<file path="src/rtl/tm1638_pkg.sv">
// Shared TM1638 definitions: command bytes, scan FSM states, pad bundle and key map.
package tm1638_pkg;

  localparam logic [7:0] CMD_DISP_MODE  = 8'h8F;
  localparam logic [7:0] CMD_DATA_WRITE = 8'h40;
  localparam logic [7:0] CMD_ADDR       = 8'hC0;
  localparam logic [7:0] CMD_KEY_READ   = 8'h42;

  localparam int unsigned CMD_TICKS  = 16;
  localparam int unsigned READ_TICKS = 64;

  typedef enum logic [2:0] {
    ST_IDLE,
    ST_REQ,
    ST_START,
    ST_CMD,
    ST_TURN,
    ST_READ,
    ST_STOP
  } tm1638_state_e;

  typedef struct packed {
    logic stb;
    logic sclk;
    logic dio_out;
    logic dio_oe;
  } tm1638_pins_t;

  localparam tm1638_pins_t PINS_IDLE = '{stb: 1'b1, sclk: 1'b1, dio_out: 1'b1, dio_oe: 1'b0};

  // Keys live in bits 0 and 4 of each of the four scan bytes.
  function automatic logic [7:0] key_map(input logic [31:0] raw);
    logic [7:0] k;
    for (int i = 0; i < 4; i++) begin
      k[i]     = raw[8*i];
      k[i + 4] = raw[8*i + 4];
    end
    return k;
  endfunction

endpackage

</file>
<file path="src/rtl/tm1638_bitio.sv">
// Two-tick-per-bit shifter: holds the transmit LSB across a bit and shifts in DIO on odd phases.
module tm1638_bitio (
  input  logic       clk,
  input  logic       reset_n,
  input  logic       tick_i,
  input  logic       load_i,
  input  logic [7:0] load_byte_i,
  input  logic       tx_en_i,
  input  logic       rx_en_i,
  input  logic       odd_i,
  input  logic       din_i,
  output logic       tx_bit_c,
  output logic [7:0] rx_byte_c
);

  logic [7:0] sr_q, sr_d;

  always_comb begin
    sr_d = sr_q;
    if (tick_i) begin
      if (load_i) begin
        sr_d = load_byte_i;
      end else if (tx_en_i && odd_i) begin
        sr_d = {1'b0, sr_q[7:1]};
      end else if (rx_en_i && odd_i) begin
        sr_d = {din_i, sr_q[7:1]};
      end
    end
  end

  always_ff @(posedge clk or negedge reset_n) begin
    if (!reset_n) begin
      sr_q <= '0;
    end else begin
      sr_q <= sr_d;
    end
  end

  // Next-value view lets the caller register pad outputs in step with the shift.
  assign tx_bit_c  = sr_d[0];
  assign rx_byte_c = sr_d;

endmodule

</file>
<file path="src/rtl/tm1638_keys.sv">
// TM1638 key-scan reader: polls, requests the shared bus, reads four key bytes, publishes keys.
// Optional TM1638_KEYS_DEBOUNCE_EN requires two matching scans before keys changes.
module tm1638_keys
  import tm1638_pkg::*;
#(
  parameter int unsigned POLL_TICKS = 10000,
  parameter int unsigned WAIT_TICKS = 2
) (
  input  logic        clk,
  input  logic        reset_n,
  input  logic        clken,
  output logic        bus_req,
  input  logic        bus_gnt,
  output logic        tm1638_stb,
  output logic        tm1638_clk,
  output logic        tm1638_dio_out,
  output logic        tm1638_dio_oe,
  input  logic        tm1638_dio_in,
  output logic [7:0]  keys,
  output logic [31:0] scan_raw,
  output logic        keys_changed
);

  localparam int unsigned POLL_W = $clog2(POLL_TICKS);
  localparam int unsigned CNT_W  = $clog2((WAIT_TICKS > READ_TICKS) ? WAIT_TICKS : READ_TICKS) + 1;

  tm1638_state_e state_q, state_d;
  logic [CNT_W-1:0]  cnt_q, cnt_d;
  logic [POLL_W-1:0] poll_q, poll_d;
  logic [31:0]       acc_q, acc_d;
  logic [31:0]       scan_raw_q, scan_raw_d;
  logic [7:0]        keys_q, keys_d;
  logic              keys_changed_q, keys_changed_d;
  logic              bus_req_q, bus_req_d;
  tm1638_pins_t      pins_q, pins_d;
`ifdef TM1638_KEYS_DEBOUNCE_EN
  logic [7:0]        cand_q, cand_d;
`endif

  logic       load_c, tx_en_c, rx_en_c;
  logic       tx_bit_c;
  logic [7:0] rx_byte_c;
  logic [7:0] new_keys_c;

  assign new_keys_c = key_map(acc_q);

  tm1638_bitio u_bitio (
    .clk         (clk),
    .reset_n     (reset_n),
    .tick_i      (clken),
    .load_i      (load_c),
    .load_byte_i (CMD_KEY_READ),
    .tx_en_i     (tx_en_c),
    .rx_en_i     (rx_en_c),
    .odd_i       (cnt_q[0]),
    .din_i       (tm1638_dio_in),
    .tx_bit_c    (tx_bit_c),
    .rx_byte_c   (rx_byte_c)
  );

  // Scan sequencing, byte assembly and key update.
  always_comb begin
    state_d        = state_q;
    cnt_d          = cnt_q;
    poll_d         = poll_q;
    acc_d          = acc_q;
    scan_raw_d     = scan_raw_q;
    keys_d         = keys_q;
    keys_changed_d = 1'b0;
`ifdef TM1638_KEYS_DEBOUNCE_EN
    cand_d         = cand_q;
`endif
    load_c  = 1'b0;
    tx_en_c = 1'b0;
    rx_en_c = 1'b0;
    if (clken) begin
      unique case (state_q)
        ST_IDLE: begin
          if (poll_q == POLL_W'(POLL_TICKS - 1)) begin
            poll_d  = '0;
            state_d = ST_REQ;
          end else begin
            poll_d = poll_q + POLL_W'(1);
          end
        end
        ST_REQ: begin
          if (bus_gnt) state_d = ST_START;
        end
        ST_START: begin
          load_c  = 1'b1;
          cnt_d   = '0;
          state_d = ST_CMD;
        end
        ST_CMD: begin
          tx_en_c = 1'b1;
          if (cnt_q == CNT_W'(CMD_TICKS - 1)) begin
            cnt_d   = '0;
            state_d = ST_TURN;
          end else begin
            cnt_d = cnt_q + CNT_W'(1);
          end
        end
        ST_TURN: begin
          if (cnt_q == CNT_W'(WAIT_TICKS - 1)) begin
            cnt_d   = '0;
            state_d = ST_READ;
          end else begin
            cnt_d = cnt_q + CNT_W'(1);
          end
        end
        ST_READ: begin
          rx_en_c = 1'b1;
          if (cnt_q[0] && (cnt_q[3:1] == 3'd7)) acc_d = {rx_byte_c, acc_q[31:8]};
          if (cnt_q == CNT_W'(READ_TICKS - 1)) begin
            cnt_d   = '0;
            state_d = ST_STOP;
          end else begin
            cnt_d = cnt_q + CNT_W'(1);
          end
        end
        ST_STOP: begin
          state_d    = ST_IDLE;
          scan_raw_d = acc_q;
`ifdef TM1638_KEYS_DEBOUNCE_EN
          cand_d = new_keys_c;
          if ((new_keys_c == cand_q) && (new_keys_c != keys_q)) begin
            keys_d         = new_keys_c;
            keys_changed_d = 1'b1;
          end
`else
          keys_d         = new_keys_c;
          keys_changed_d = (new_keys_c != keys_q);
`endif
        end
        default: state_d = ST_IDLE;
      endcase
    end
  end

  // Pad and request values for the state being entered, so the registers track the FSM.
  always_comb begin
    pins_d         = PINS_IDLE;
    pins_d.stb     = !(state_d inside {ST_START, ST_CMD, ST_TURN, ST_READ});
    pins_d.sclk    = !((state_d inside {ST_CMD, ST_READ}) && !cnt_d[0]);
    pins_d.dio_oe  = state_d inside {ST_START, ST_CMD};
    pins_d.dio_out = (state_d == ST_CMD) ? tx_bit_c : 1'b1;
    bus_req_d      = state_d inside {ST_REQ, ST_START, ST_CMD, ST_TURN, ST_READ};
  end

  always_ff @(posedge clk or negedge reset_n) begin
    if (!reset_n) begin
      state_q        <= ST_IDLE;
      cnt_q          <= '0;
      poll_q         <= '0;
      acc_q          <= '0;
      scan_raw_q     <= '0;
      keys_q         <= '0;
      keys_changed_q <= 1'b0;
      bus_req_q      <= 1'b0;
      pins_q         <= PINS_IDLE;
`ifdef TM1638_KEYS_DEBOUNCE_EN
      cand_q         <= '0;
`endif
    end else begin
      state_q        <= state_d;
      cnt_q          <= cnt_d;
      poll_q         <= poll_d;
      acc_q          <= acc_d;
      scan_raw_q     <= scan_raw_d;
      keys_q         <= keys_d;
      keys_changed_q <= keys_changed_d;
      bus_req_q      <= bus_req_d;
      pins_q         <= pins_d;
`ifdef TM1638_KEYS_DEBOUNCE_EN
      cand_q         <= cand_d;
`endif
    end
  end

  assign bus_req        = bus_req_q;
  assign tm1638_stb     = pins_q.stb;
  assign tm1638_clk     = pins_q.sclk;
  assign tm1638_dio_out = pins_q.dio_out;
  assign tm1638_dio_oe  = pins_q.dio_oe;
  assign keys           = keys_q;
  assign scan_raw       = scan_raw_q;
  assign keys_changed   = keys_changed_q;

endmodule

</file>
<file path="config.mk">
export PLATFORM = sky130hd
export DESIGN_NAME = tm1638_keys
export DESIGN_NICKNAME = d
export VERILOG_FILES = /design/src/rtl/tm1638_pkg.sv /design/src/rtl/tm1638_bitio.sv /design/src/rtl/tm1638_keys.sv
export SDC_FILE = /design/constraint.sdc
export NUM_CORES = 1
export LEC_CHECK = 0
export ABC_AREA = 1
export BUFFER_PORTS_ARGS = -buffer_cell sky130_fd_sc_hd__buf_2
export CORE_UTILIZATION = 50
export DETAILED_ROUTE_END_ITERATION = 10
export PLACE_DENSITY = 0.8
export SETUP_SLACK_MARGIN = 0.05
export SYNTH_ARGS = -nofsm -noshare
export SYNTH_HDL_FRONTEND = slang
export SYNTH_SLANG_ARGS = --single-unit
</file>
<file path="constraint.sdc">
create_clock -name clk -period 3 [get_ports clk]
set_clock_uncertainty 0.05 [all_clocks]
set_input_delay 0.75 -clock clk [delete_from_list [all_inputs] [get_ports clk]]
set_output_delay 0.75 -clock clk [all_outputs]
set_load 0.01 [all_outputs]
</file>
Word-level counts from Yosys, hierarchy flattened
Index checks and enable logic that the tools add are counted.
Widths: inputs -> output; s select.

word-level totals
  register bits = 110
  word-level logic and storage cells = 76

operators by class
  $add $sub $neg = 2
  mux-type cells = 26
  equality and inequality tests = 17
  reductions and logical operators = 17

operators by type and width
  operator               number
  $mux 8                 4
  $pmux 7 s4             1
  $mux 7                 3
  $eq 3x3->1 const B     6
  $mux 3                 6
  $pmux 3 s6             1
  $add 14x1->14 const B  1
  $eq 14x14->1 const B   1
  $mux 14                1
  $eq 3x2->1 const B     4
  $mux 1                 10
  $ne 8x8->1             1
  $reduce_bool 4->1      2
  $add 7x1->7 const B    1
  $eq 7x1->1 const B     1
  $eq 7x4->1 const B     1
  $eq 7x6->1 const B     1
  $eq 3x1->1 const B     2
  $reduce_and 2->1       3
  $reduce_bool 5->1      1
  $logic_and 1x1->1      4
  $reduce_bool 2->1      2
  $logic_not 1->1        3
  $logic_not 3->1        1
  $reduce_and 3->1       1

Logic depth before layout (Yosys ltp)
  depth in word-level cells = 9
  mapped depth = 12
  depth with buffers taken out = 12

Hierarchy
Synthesis repeated with hierarchy kept, for this count alone.

unflattened totals
  cell total of the unflattened synthesis = 558
  area total of the unflattened synthesis = 4802.1 um^2

modules (own cells, without submodules)
  module        cells each  area an instance (um^2)  times used
  tm1638_keys   478         4292.9                   1
  tm1638_bitio  80          509.2                    1

Worst setup path before layout
No wires, ideal clock.

  kind = input to register
  start point = input clken
  end point = register scan_raw_q[1], in the netlist scan_raw[1]
  library setup time = 125 ps
  arrival = 1644 ps
  stages = 6
  data required time = 2825 ps
  path slack = 1181 ps
  path buffers = 2
  cell sequence = buf_4 nand2_1 inv_1 nand3_1 buf_2 mux2_2

on the way
  word-level cells in the longest chain between the ends = 1

ends and longest elaborated chain
  item                               line                RTL
  start: declaration                 tm1638_keys.sv:11   input logic clken,
  $reduce_and 2->1 (no source line)  -
  end signal: assignment             tm1638_keys.sv:169  scan_raw_q <= scan_raw_d;
  end: declaration                   tm1638_keys.sv:31   logic [31:0] scan_raw_q, scan_raw_d;

No other way between the ends.
A chain may end at the register's enable or synchronous reset.

Worst setup path after layout
  start point = input clken
  end point = register scan_raw_q[21], in the netlist scan_raw[21]

The elaborated chain is that of the path after synthesis.

==> metrics.md <==
| Metric | Value |
|---|---|
| Status | `finished clean` |
| R2R Path End | `scan_raw[21]` |
| CTS root buffer | `clkbuf_8` |
| Row cnt | `34` |
| H-tree levels | `3` |
| Syn_nets | `533` |
| Mapped Area | `0.004634 mm2` |
| VDD IR max | `0.0002645 V` |
| WHS | `0.3146 ns` |
| Critical Path RT | `between 3 and 4 ns` |
| Share of cells above drive strength 1 | `19.79%` |
| EDFF count, synth | `0` |
| Worst slew pin tran | `between 0.5 and 0.6 ns` |
| Post-synthesis sequential area ratio | `55.16%` |
| Final period utilization | `64.34%` |
| First-pass GRT wire length | `15.54 mm` |
| Postcts setup bufs | `0` |
| Worst endpoint data arrival time | `2.15 ns` |
| Cts hold-fix bufs | `0` |
| Post-synth top flop | `dfrtp_1` |
| Placed cell count | `668` |
| GR Layer Usage met2 | `33.75%` |
| RSZ-0062 raised after global routing | `false` |
| Synth-to-layout area growth | `11.37%` |
| CTS sink count | `approximately 100` |
| Detailed placer's ending HPWL | `6.315 mm` |
| Power Density | `663.7 mW/mm2` |
| Nets@finish | `579` |
| Post-layout min period | `between 1.5 and 2 ns` |
| Final setup fails | `0` |
| Cell Int Power | `around 2.2 mW` |
| Post-CTS sizing | `0` |
| Initial Utilization | `52.38%` |
| MaxCap Viol Count | `0` |
| Post-Layout Cell Count | `about 680` |
| Post-route cell area | `0.005161 mm2` |
| Global Route met3 Usage | `roughly 3.2%` |
| Async SR Flop Fraction | `100.0%` |
| # diodes | `0` |
| Grt ovf | `0` |
| Longest Clk Path Bufs | `2` |
| Core Footprint | `0.008848 mm2` |
| Pin count of the biggest net entering global routing | `48` |
| Number of global-route vias before repair | `around 3,300` |
| Gpl congestion | `approximately 0.90` |
| DIE HEIGHT | `98.28 um` |
| Hold WC Path Type | `in -> async` |
| Drt first-iter violations | `~230` |
| Maximum clock rate | `518.1 MHz` |
| Initial antenna violation count | `0` |
| Pwr Total | `3.426 mW` |
| Die Area | `0.009658 mm2` |
| CTS Buf Count | `9` |
| Placed Instance Area | `0.004954 mm2` |
| CP endpoint kind | `flop` |
| Worst-path fanout max | `31` |
| Max-slew violations | `0` |
| Reg2Reg Setup Slack | `1.17 ns` |
| Hold Fails Final Rpt | `0` |
| GRT busiest layer | `met2` |
| Sequential share of power | `50.3%` |
| Syn avg cell area | `8.828 um2` |
| Sw Ratio | `a little over a third` |
| Setup crit start kind | `primary input` |
| Setup WS post-layout | `1.070 ns` |
| Reg2reg path depth | `5` |
| Vias | `3,454` |
| # DRC | `0` |
| Commonest non-fill, non-tap cell in the layout | `nand2_1` |
| Io pins | `a little over 50` |
| Antenna-violating nets left | `0` |
| Leak Pwr | `2.675 nW` |
| Vias per cell | `about 5.0` |
| Clock transition at path regs | `0.12 ns` |
| Clock share of power | `approximately a quarter` |
| Final core utilization | `about 58%` |
| CTS tree | `done` |
| Yosys warnings | `0` |
| Setup WS pre-CTS | `approximately 0.66 ns` |
| FF-to-FF Start | `state_q[0]` |
| Input/output buffers | `50` |
| Die width | `98.28 um` |
| Switching power | `1.244 mW` |
| Synth cell types | `37` |
| Setup TNS | `0 ns` |
| Met1 usage | `26.43%` |
| Combinational share of power | `roughly a quarter` |
| Relative slew slack | `60.17%` |
| Critical path class | `in -> reg` |
| Post-Syn Instances | `525` |
| GRT Util Overall | `20.17%` |
| Worst-skew pair later-pin latency | `just under 0.4 ns` |
| Most frequent cells in the layout | `121 x nand2_1, 99 x dfrtp_1, 68 x inv_1, 67 x o21ai_0, 49 x buf_2` |
| Register bit total from synthesis | `102` |
| Pre-antenna DRT Iters | `7` |
| Final WL | `8.950 mm` |
| Drt wl/cell | `13.08 um` |
-- metal layers --
metal	vias up	wire length (um)
met5	-	0
met4	0	171
met3	15	287
met2	68	4314
met1	1628	4176
li1	1743	-
-- worst max-delay path, stage by stage --
cell     delay (ns)
buf_2          0.23
nand2_1        0.08
inv_1          0.08
nand3_2        0.40
buf_4          0.41
nand2_1        0.09
o21ai_0        0.09
-- cell families (layout without fill, tap and decap cells) --
group	count (synthesis)	after routing	synth area share (%)
AO/OA/AOI/OAI	82	82	9.827
XOR/XNOR	13	13	2.457
adder cells (fa/ha/maj)	3	3	0.8100
buffers and inverters	97	148	8.720
flip-flops	102	102	55.16
multiplexers	7	7	1.701
AND/OR/NAND/NOR	221	221	21.33
-- final cells by class --
type	instances	area [um2]
multi-input cells	326	1679
inverters	76	285.3
clock buffers	9	123.9
clock inverters	7	83.83
fillers	757	3687
repair buffers	56	297.8
flip-flops and latches	102	2556
well taps	108	135.1
-- synthesized netlist by cell type, drive strengths merged (2+ instances only) --
library cell  instances  area share [%]
xor2                  8             1.5
inv                  76             6.2
nor4                  2            0.27
or2                   3            0.41
o211ai                2            0.43
nor2                 48             5.0
nand2               127              11
mux2                  7             1.7
dfrtp                99              53
o21ai                73             8.4
dfstp                 3             1.7
xnor2                 5            0.94
clkbuf                7            0.57
buf                  14             2.0
a31oi                 2            0.27
nand4                 7            0.94
ha                    3            0.81
nand3                26             3.0
nor3                  6            0.65
nor3b                 2            0.32
-- power groups by stage --
stage               registers (mW)  logic (mW)  clock network (mW)
detailed placement            1.74       0.796                   0
floorplan                     1.75       0.554                   0
global placement              1.74       0.766                   0
CTS                           1.72       0.808               0.903
global route                  1.75       0.919               0.961
finish                        1.72       0.806               0.898
-- registers in the layout, indices dropped and copies added (netlist names) --
name,count
tm1638_stb,1
state_q,3
u_bitio.sr_q,8
scan_raw,32
cnt_q,7
keys_changed,1
bus_req,1
tm1638_clk,1
poll_q,14
acc_q,32
tm1638_dio_out,1
tm1638_dio_oe,1
-- worst max-delay path by stage --
stage                     startpoint            to  slack (ns)  cells past startpoint
after floorplan                clken   scan_raw[1]        1.18                      6
final                          clken  scan_raw[21]        1.07                      7
after global routing           clken  scan_raw[21]        0.90                      7
after global placement         clken   scan_raw[0]        0.74                      7
after CTS                      clken  scan_raw[25]        1.08                      6
after detailed placement       clken  scan_raw[25]        0.66                      6
(Power assumes the default switching activity.)
